$ cat config.mk
export PLATFORM = sky130hd
export DESIGN_NAME = gsim_sched
export DESIGN_NICKNAME = d
export VERILOG_FILES = /design/src/rtl/gsim_sched.sv
export SDC_FILE = /design/constraint.sdc
export NUM_CORES = 1
export LEC_CHECK = 0
export ABC_AREA = 1
export CAP_MARGIN = 10
export CORE_MARGIN = 8
export CORE_UTILIZATION = 39
export DETAILED_ROUTE_END_ITERATION = 8
export PLACE_DENSITY = 0.78
export SETUP_SLACK_MARGIN = 0.05
export SLEW_MARGIN = 0
export SYNTH_ARGS = -nofsm -noshare
export SYNTH_HDL_FRONTEND = slang
export SYNTH_SLANG_ARGS = --single-unit
$ cat constraint.sdc
create_clock -name clk -period 1.71 [get_ports clk]
set_clock_uncertainty 0.2 [all_clocks]
set_input_delay 0.342 -clock clk [delete_from_list [all_inputs] [get_ports clk]]
set_output_delay 0.342 -clock clk [all_outputs]
set_load 0.01 [all_outputs]
$ cat src/rtl/gsim_sched.sv
// Round-robin front end that time-shares one Gauss-Seidel solver among NUM_REQ clients.
// Forwards the granted client's b words into the solver and returns the tagged x burst.
//
// state   | meaning
// S_IDLE  | no job; arbitrate pending requests from rr_ptr upward
// S_LOAD  | forward granted client's b words until NUM_VAR accepted
// S_WAIT  | solver iterating; wait for its SEND-phase flag
// S_DRAIN | return NUM_VAR x words to the owning client, then release grant
module gsim_sched #(
    parameter int NUM_REQ = 4,
    parameter int ID_W    = 2,
    parameter int NUM_VAR = 16
) (
    input  logic                  clk,
    input  logic                  reset_n,
    input  logic [NUM_REQ-1:0]    cl_req,
    output logic [NUM_REQ-1:0]    cl_gnt,
    input  logic [NUM_REQ-1:0]    cl_b_valid,
    input  logic [NUM_REQ*16-1:0] cl_b_data,
    output logic                  sv_in_en,
    output logic [15:0]           sv_b_in,
    input  logic                  sv_out_valid,
    input  logic [31:0]           sv_x_out,
    output logic                  res_valid,
    output logic [31:0]           res_data,
    output logic [ID_W-1:0]       res_id,
    output logic                  res_last,
    output logic                  busy
);

    localparam int CNT_W = $clog2(NUM_VAR) + 1;

    typedef enum logic [1:0] {S_IDLE, S_LOAD, S_WAIT, S_DRAIN} state_t;

    state_t           state;
    logic [ID_W-1:0]  rr_ptr;
    logic [ID_W-1:0]  gid;
    logic [CNT_W-1:0] ld_cnt;
    logic [CNT_W-1:0] rd_cnt;
    logic             x_dly;

    logic [15:0]          b_word [NUM_REQ];
    logic [2*NUM_REQ-1:0] req_rot;
    logic                 pick_any;
    logic [ID_W-1:0]      pick_id;

    for (genvar k = 0; k < NUM_REQ; k++) begin : g_unpack
        assign b_word[k] = cl_b_data[16*k +: 16];
    end

    // Doubling the request vector lets a plain shift implement the wrap-around search.
    assign req_rot = {cl_req, cl_req} >> rr_ptr;

    always_comb begin
        pick_any = 1'b0;
        pick_id  = '0;
        for (int i = 0; i < NUM_REQ; i++) begin
            if (!pick_any && req_rot[i]) begin
                pick_any = 1'b1;
                pick_id  = ID_W'((int'(rr_ptr) + i) % NUM_REQ);
            end
        end
    end

    assign busy = (state != S_IDLE);

    always_ff @(posedge clk or negedge reset_n) begin
        if (!reset_n) begin
            state     <= S_IDLE;
            rr_ptr    <= '0;
            gid       <= '0;
            ld_cnt    <= '0;
            rd_cnt    <= '0;
            x_dly     <= 1'b0;
            cl_gnt    <= '0;
            sv_in_en  <= 1'b0;
            sv_b_in   <= '0;
            res_valid <= 1'b0;
            res_data  <= '0;
            res_id    <= '0;
            res_last  <= 1'b0;
        end else begin
            sv_in_en  <= 1'b0;
            res_valid <= 1'b0;
            res_last  <= 1'b0;
            case (state)
                S_IDLE: begin
                    x_dly <= 1'b0;
                    if (pick_any) begin
                        cl_gnt <= NUM_REQ'(1) << pick_id;
                        gid    <= pick_id;
                        ld_cnt <= '0;
                        rd_cnt <= '0;
                        state  <= S_LOAD;
                    end
                end
                S_LOAD: begin
                    x_dly    <= 1'b0;
                    sv_in_en <= cl_b_valid[gid];
                    sv_b_in  <= b_word[gid];
                    if (cl_b_valid[gid]) begin
                        ld_cnt <= ld_cnt + 1'b1;
                        if (ld_cnt == CNT_W'(NUM_VAR - 1)) begin
                            state <= S_WAIT;
                        end
                    end
                end
                S_WAIT: begin
                    if (sv_out_valid) begin
                        x_dly <= 1'b1;
                        state <= S_DRAIN;
                    end
                end
                S_DRAIN: begin
                    x_dly <= sv_out_valid;
                    if (x_dly) begin
                        res_valid <= 1'b1;
                        res_data  <= sv_x_out;
                        res_id    <= gid;
                        res_last  <= (rd_cnt == CNT_W'(NUM_VAR - 1));
                        rd_cnt    <= rd_cnt + 1'b1;
                        if (rd_cnt == CNT_W'(NUM_VAR - 1)) begin
                            cl_gnt <= '0;
                            x_dly  <= 1'b0;
                            rr_ptr <= (gid == ID_W'(NUM_REQ - 1)) ? '0 : gid + 1'b1;
                            state  <= S_IDLE;
                        end
                    end
                end
                default: state <= S_IDLE;
            endcase
        end
    end

endmodule

=== Yosys cells after proc, flatten, opt, wreduce, memory -nomap -nowiden ===
Cells that the tools add are included.

* Register bits: 74
* Latch bits: 0
* Memory bits (writable): 0
* Bits in read-only memories: 0
* Input bits: 107
* Output and inout bits: 58
* Logic and storage cells: 93
* Memories kept: 0

* Add/subtract/negate cells: 6
* $mul: 0
* Divide/modulo/power cells: 0
* Magnitude comparators: 2
* Equality and inequality tests: 12
* Shift operators: 2
* Muxes and demuxes: 39
* Bitwise gates (word level): 1
* Reductions and logical operators: 18

{| class="wikitable"
|+ Operators by type and width
! kind !! count
|-
| binary-select mux 16 bit (select 2 bit) || 1
|-
| two-way mux 16 bit || 2
|-
| two-way mux 2 bit || 11
|-
| one-hot mux 5 bit (2 select lines) || 2
|-
| two-way mux 5 bit || 3
|-
| two-way mux 1 bit || 13
|-
| two-way mux 4 bit || 3
|-
| inequality test 2 bit, second input constant || 6
|-
| adder 5 x 1 -> 5 bit, second input constant || 2
|-
| equality test 5 x 4 -> 1 bit, second input constant || 2
|-
| AND reduction 3 bit || 3
|-
| one-hot mux 2 bit (4 select lines) || 1
|-
| one-hot mux 4 bit (2 select lines) || 1
|-
| >> shifter 8 x 2 -> 4 bit || 1
|-
| equality test 2 bit, second input constant || 3
|-
| AND reduction 6 bit || 1
|-
| nonzero test 2 bit || 3
|-
| adder 2 x 1 -> 2 bit, second input constant || 2
|-
| adder 2 bit, second input constant || 2
|-
| AND reduction 2 bit || 2
|-
| AND reduction 4 bit || 1
|-
| left shift 1 x 2 -> 4 bit, first input constant || 1
|-
| >= comparator 3 bit, second input constant || 1
|-
| logical AND 1 bit || 3
|-
| other kinds (8) || 10
|}

=== Depth between registers and ports, before layout ===
* Word-level depth: 14
* Gate-level depth with buffers: 13
* Gate-level depth less buffers: 12

=== Least setup slack after synthesis ===
OpenSTA, ideal clock, no wires.

* Path type: register to register
* Start point: register state[1]
* End point: register ld_cnt[2]
* Arrival: 1.379 ns
* Slack: 0.005 ns
* Cell stages (with the launch flop): 9
* Clock period less this slack: 1.705 ns
* Cell sequence: dfrtp_1 -> inv_1 -> ha_1 -> clkbuf_1 -> inv_1 -> a21oi_1 -> a21oi_1 -> nand2_2 -> o21ai_0

* Word-level cells in the longest chain between the ends: 3
* Elaborated cells between the ends (all ways): 7
* Those cells by class: eq/ne: 3; mux: 1; reduce/logical: 3

{| class="wikitable"
|+ Ends and longest elaborated chain
! element !! RTL line !! RTL
|-
| from (decl) || 35 || <nowiki>state_t state;</nowiki>
|-
| from (signal assigned) || 69 || <nowiki>state <= S_IDLE;</nowiki>
|-
| from (signal assigned) || 94 || <nowiki>state <= S_LOAD;</nowiki>
|-
| from (signal assigned) || 104 || <nowiki>state <= S_WAIT;</nowiki>
|-
| equality test 2 x 1 -> 1 bit or logical NOT 2 bit (tied branches) || 86 || <nowiki>case (state)</nowiki>
|-
| inequality test 2 bit (no line) or nonzero test 2 bit (tied branches) || - ||
|-
| AND reduction 3 bit (no line) || - ||
|-
| to (signal assigned) || 102 || <nowiki>ld_cnt <= ld_cnt + 1'b1;</nowiki>
|-
| to (decl) || 38 || <nowiki>logic [CNT_W-1:0] ld_cnt;</nowiki>
|}

Parallel ways exist; a longest one is shown, timed or not.
A chain may end at the register's enable or synchronous reset.

=== Worst setup path in the final report ===
* Start point: register rr_ptr[0]
* End point: register rd_cnt[2]

* Word-level cells in the longest chain between the ends: 13

{| class="wikitable"
|+ Ends and longest elaborated chain
! element !! RTL line !! RTL
|-
| from (decl) || 36 || <nowiki>logic [ID_W-1:0] rr_ptr;</nowiki>
|-
| from (signal assigned) || 125 || <nowiki>rr_ptr <= (gid == ID_W'(NUM_REQ - 1)) ? '0 : gid + 1'b1;</nowiki>
|-
| >> shifter 8 x 2 -> 4 bit * || 52 || <nowiki>assign req_rot = {cl_req, cl_req} >> rr_ptr;</nowiki>
|-
| two-way mux 1 bit || 58 || <nowiki>if (!pick_any && req_rot[i]) begin</nowiki>
|-
| logical NOT 1 bit || 58 ||
|-
| logical AND 1 bit || 58 ||
|-
| two-way mux 1 bit || 58 ||
|-
| logical NOT 1 bit || 58 ||
|-
| logical AND 1 bit || 58 ||
|-
| two-way mux 1 bit || 58 ||
|-
| logical NOT 1 bit || 58 ||
|-
| logical AND 1 bit || 58 ||
|-
| two-way mux 1 bit * || 58 ||
|-
| inequality test 2 bit (no line) * || - ||
|-
| AND reduction 3 bit (no line) * || - ||
|-
| to (signal assigned) || 121 || <nowiki>rd_cnt <= rd_cnt + 1'b1;</nowiki>
|-
| to (decl) || 39 || <nowiki>logic [CNT_W-1:0] rd_cnt;</nowiki>
|}

Mark *: on every way between the ends. The rest lies on a longest branch, timed or not.

==> metrics.md <==
| Metric | Value |
|---|---|
| Total gr overflow | `0` |
| Power Dens Cells | `1490 nW/um^2` |
| Fin. Hold Viols | `0` |
| Slowest-stage cell, CP | `dfrtp_2` |
| Startpoint of the worst register-to-register path | `rr_ptr[0]$_DFFE_PN0P_` |
| Synthesized cell area | `3870 sq um` |
| Most common cell in the netlist | `nand2_1` |
| Iter 0 DRT Violations | `238` |
| Slew @ Worst Pin | `0.356 ns` |
| Reg2reg end | `rd_cnt[2]$_DFFE_PN0P_` |
| Async SR Flop Fraction | `100%` |
| Sequential power share | `31.3%` |
| Setup TNS Final | `-0.670 ns` |
| Finished Layout Cells | `835` |
| Critical path class | `flop to flop` |
| CTS tree | `yes` |
| Number of synthesized flops with an enable pin | `0` |
| Reg clk slew, reported paths | `0.10 ns` |
| # clock sinks | `74` |
| Chip width | `116 microns` |
| Die Area | `13400 sq um` |
| Nets | `813` |
| Top-area cell type share of the netlist area | `47.8%` |
| Detailed Routing Iterations Pass 1 | `4` |
| Gr usage total | `17.9%` |
| Die Y-Extent | `116 microns` |
| P_leak | `0.00296 uW` |
| Largest area contributor in the netlist | `dfrtp_1` |
| Vias per cell | `4.79` |
| Area Overhead vs Synth | `60.2%` |
| DP HPWL | `9030 microns` |
| Largest net degree at the start of global routing | `67` |
| Worst vdd ir | `0.550 mV` |
| Unrepaired setup endpoints after global routing | `true` |
| Final Worst Setup Slack | `-0.0750 ns` |
| R2R setup slack | `-0.08 ns` |
| Fillcell total | `834` |
| Pre-CTS setup slack | `-0.353 ns` |
| Starting Density | `40.0%` |
| I/O Pins | `165` |
| Layout cell share with drive strength beyond 1 | `16.1%` |
| Gpl congestion | `0.840` |
| Placed cells | `809` |
| Tmin final | `1.79 ns` |
| # port buffers | `164` |
| Via count | `4002` |
| Top post-synthesis cells by area | `dfrtp_1 48%, nand2_1 16%, nor2_1 9.0%` |
| Final antenna-violating net count | `0` |
| Seq cells post-synth | `74` |
| Comb pwr share | `51.4%` |
| Violated checks | `negative setup slack` |
| Num CTS Buffers | `9` |
| Pwr Total | `9260 uW` |
| First-pass GRT wire length | `19300 microns` |
| Pint | `5530 uW` |
| Final period util | `104%` |
| WL final | `12000 microns` |
| Clk_lat worst skew | `0.35 ns` |
| H-Tree Depth | `3` |
| Setup violations, final | `12` |
| CP Launch Type | `flop` |
| CP Cell Sequence | `inv_6, nand2_2, nand3_2, nand2_4, a21oi_4, nand4_4, buf_6, nand4_1, nand2_1` |
| Register area share after synthesis | `47.8%` |
| Sw Share | `40.3%` |
| Rel. slew slack | `76.3%` |
| Max_cap viols | `0` |
| Synth top cells by count | `166 x nand2_1, 93 x nor2_1, 74 x dfrtp_1, 38 x o21ai_0, 20 x inv_1` |
| Antenna cells | `0` |
| Netlist cell types | `32` |
| Finished Core Util | `64.0%` |
| Root Driver | `clkbuf_8` |
| WL per Instance | `14.4 microns` |
| Avg Inst Size Synth | `7.63 sq um` |
| Most frequently used flop master after synthesis | `dfrtp_1` |
| Antenna violations before repair | `0` |
| Core ar. | `9680 sq um` |
| Ys Warns | `0` |
| Synthesized instance count | `507` |
| CP required | `1.74 ns` |
| CP endpoint kind | `flop` |
| Post-synthesis net count | `623` |
| Row count | `36` |
| Clock network fraction of design power | `17.3%` |
| Slowest cell delay on critical path | `0.49 ns` |
| Max Slew Vio Count | `0` |
| Status | `complete, but fails checks` |
| Switch Pwr | `3740 uW` |
| Number of global-route vias before repair | `4098` |
| CP max FO | `7` |
| Worst reg-to-reg path cell count | `9` |
| Crit path arrival time | `1.82 ns` |
| Clock Path Buffers | `2` |
| Max Clk Rate | `560 MHz` |
| Hold Path Class | `primary input to async pin` |
| DRC | `0` |
## power groups by stage
stage / Combinational [uW] / Sequential, uW / Clock (uW)
finish: 4760 / 2900 / 1600
CTS: 4710 / 2910 / 1630
global route: 5290 / 3010 / 1730
floorplan: 2200 / 3220 / 0
global placement: 4860 / 2920 / 0
detailed placement: 4990 / 2950 / 0
## routing by layer
metal,track usage (%),vias to the layer above,share of wire (%)
li1,-,2005,-
met1,19.6,1874,39
met2,32.9,110,54
met3,4.38,13,5.5
met4,6.14,0,1.5
met5,0,-,0
## flip-flops by register name (all words and copies together) (netlist names)
signal	count
gid	2
sv_in_en	1
rd_cnt	5
sv_b_in	16
cl_gnt	4
res_id	2
res_data	32
rr_ptr	2
res_valid	1
ld_cnt	5
x_dly	1
state	2
res_last	1
## stage by stage
stage	hold WS (ns)	area, sq um
detailed placement	-0.0212	5810
floorplan	-0.154	3890
global route	0.148	6200
finish	0.150	6200
global placement	-0.0231	5810
CTS	0.131	6120
## how the worst max path moves through the flow
stage                          startpoint                    end  slack (ns)  cells past startpoint
floorplan           rd_cnt[0]$_DFFE_PN0P_   state[1]$_DFFE_PN0P_        0.01                     11
global placement                cl_req[0]  rd_cnt[0]$_DFFE_PN0P_       -0.32                      9
detailed placement              cl_req[0]  cl_gnt[1]$_DFFE_PN0P_       -0.35                     11
CTS                 rd_cnt[0]$_DFFE_PN0P_   state[1]$_DFFE_PN0P_       -0.07                     11
global route        rd_cnt[0]$_DFFE_PN0P_   state[1]$_DFFE_PN0P_       -0.16                     11
finish              rr_ptr[0]$_DFFE_PN0P_  rd_cnt[2]$_DFFE_PN0P_       -0.08                      9
## layout by cell type (no fill, tap or decap), types with 13 or more instances in the layout
| master | count |
|---|---|
| o21ai_0 | 36 |
| inv_1 | 15 |
| nand2_2 | 13 |
| nand2_1 | 157 |
| a31oi_1 | 17 |
| buf_4 | 31 |
| clkdlybuf4s50_1 | 105 |
| nand3_1 | 15 |
| dlygate4sd2_1 | 57 |
| dfrtp_1 | 71 |
| nor2_1 | 89 |
## critical path, delay by kind of cell, from the launching register on
kind	cells	cell delay, ns
flip-flops	1	0.49
buffers and inverters	2	0.30
AND/OR/NAND/NOR	6	0.52
AO/OA/AOI/OAI	1	0.15
## layout make-up
class,instances,area (sq um),share of cell area (%)
tap,133,166,2.68
clock inverter,6,95.1,1.53
multi-input combinational,385,1940,31.3
timing repair buffer,202,1900,30.7
sequential,74,1860,29.9
inverter,25,101,1.64
clock buffer,10,138,2.22
## cells by family (layout without fill, tap and decap cells)
kind of cell	count (synthesis)	in the layout	synth area share, %
AND/OR/NAND/NOR	306	307	33.7
flip-flops	74	74	47.9
AO/OA/AOI/OAI	67	67	9.67
buffers and inverters	49	243	5.40
adder cells (fa/ha/maj)	9	9	2.91
XOR/XNOR	2	2	0.453
## what timing repair did
item / CTS / global route
pin swaps: 18 / 2
endpoints found under the hold margin: 74 / 0
hold buffers: 1 / 0
setup buffers: 5 / 3
setup endpoints to repair: 111 / 70
cloned: 1 / 0
gates resized for setup: 95 / 13
Power figures use the tool's default switching activity.
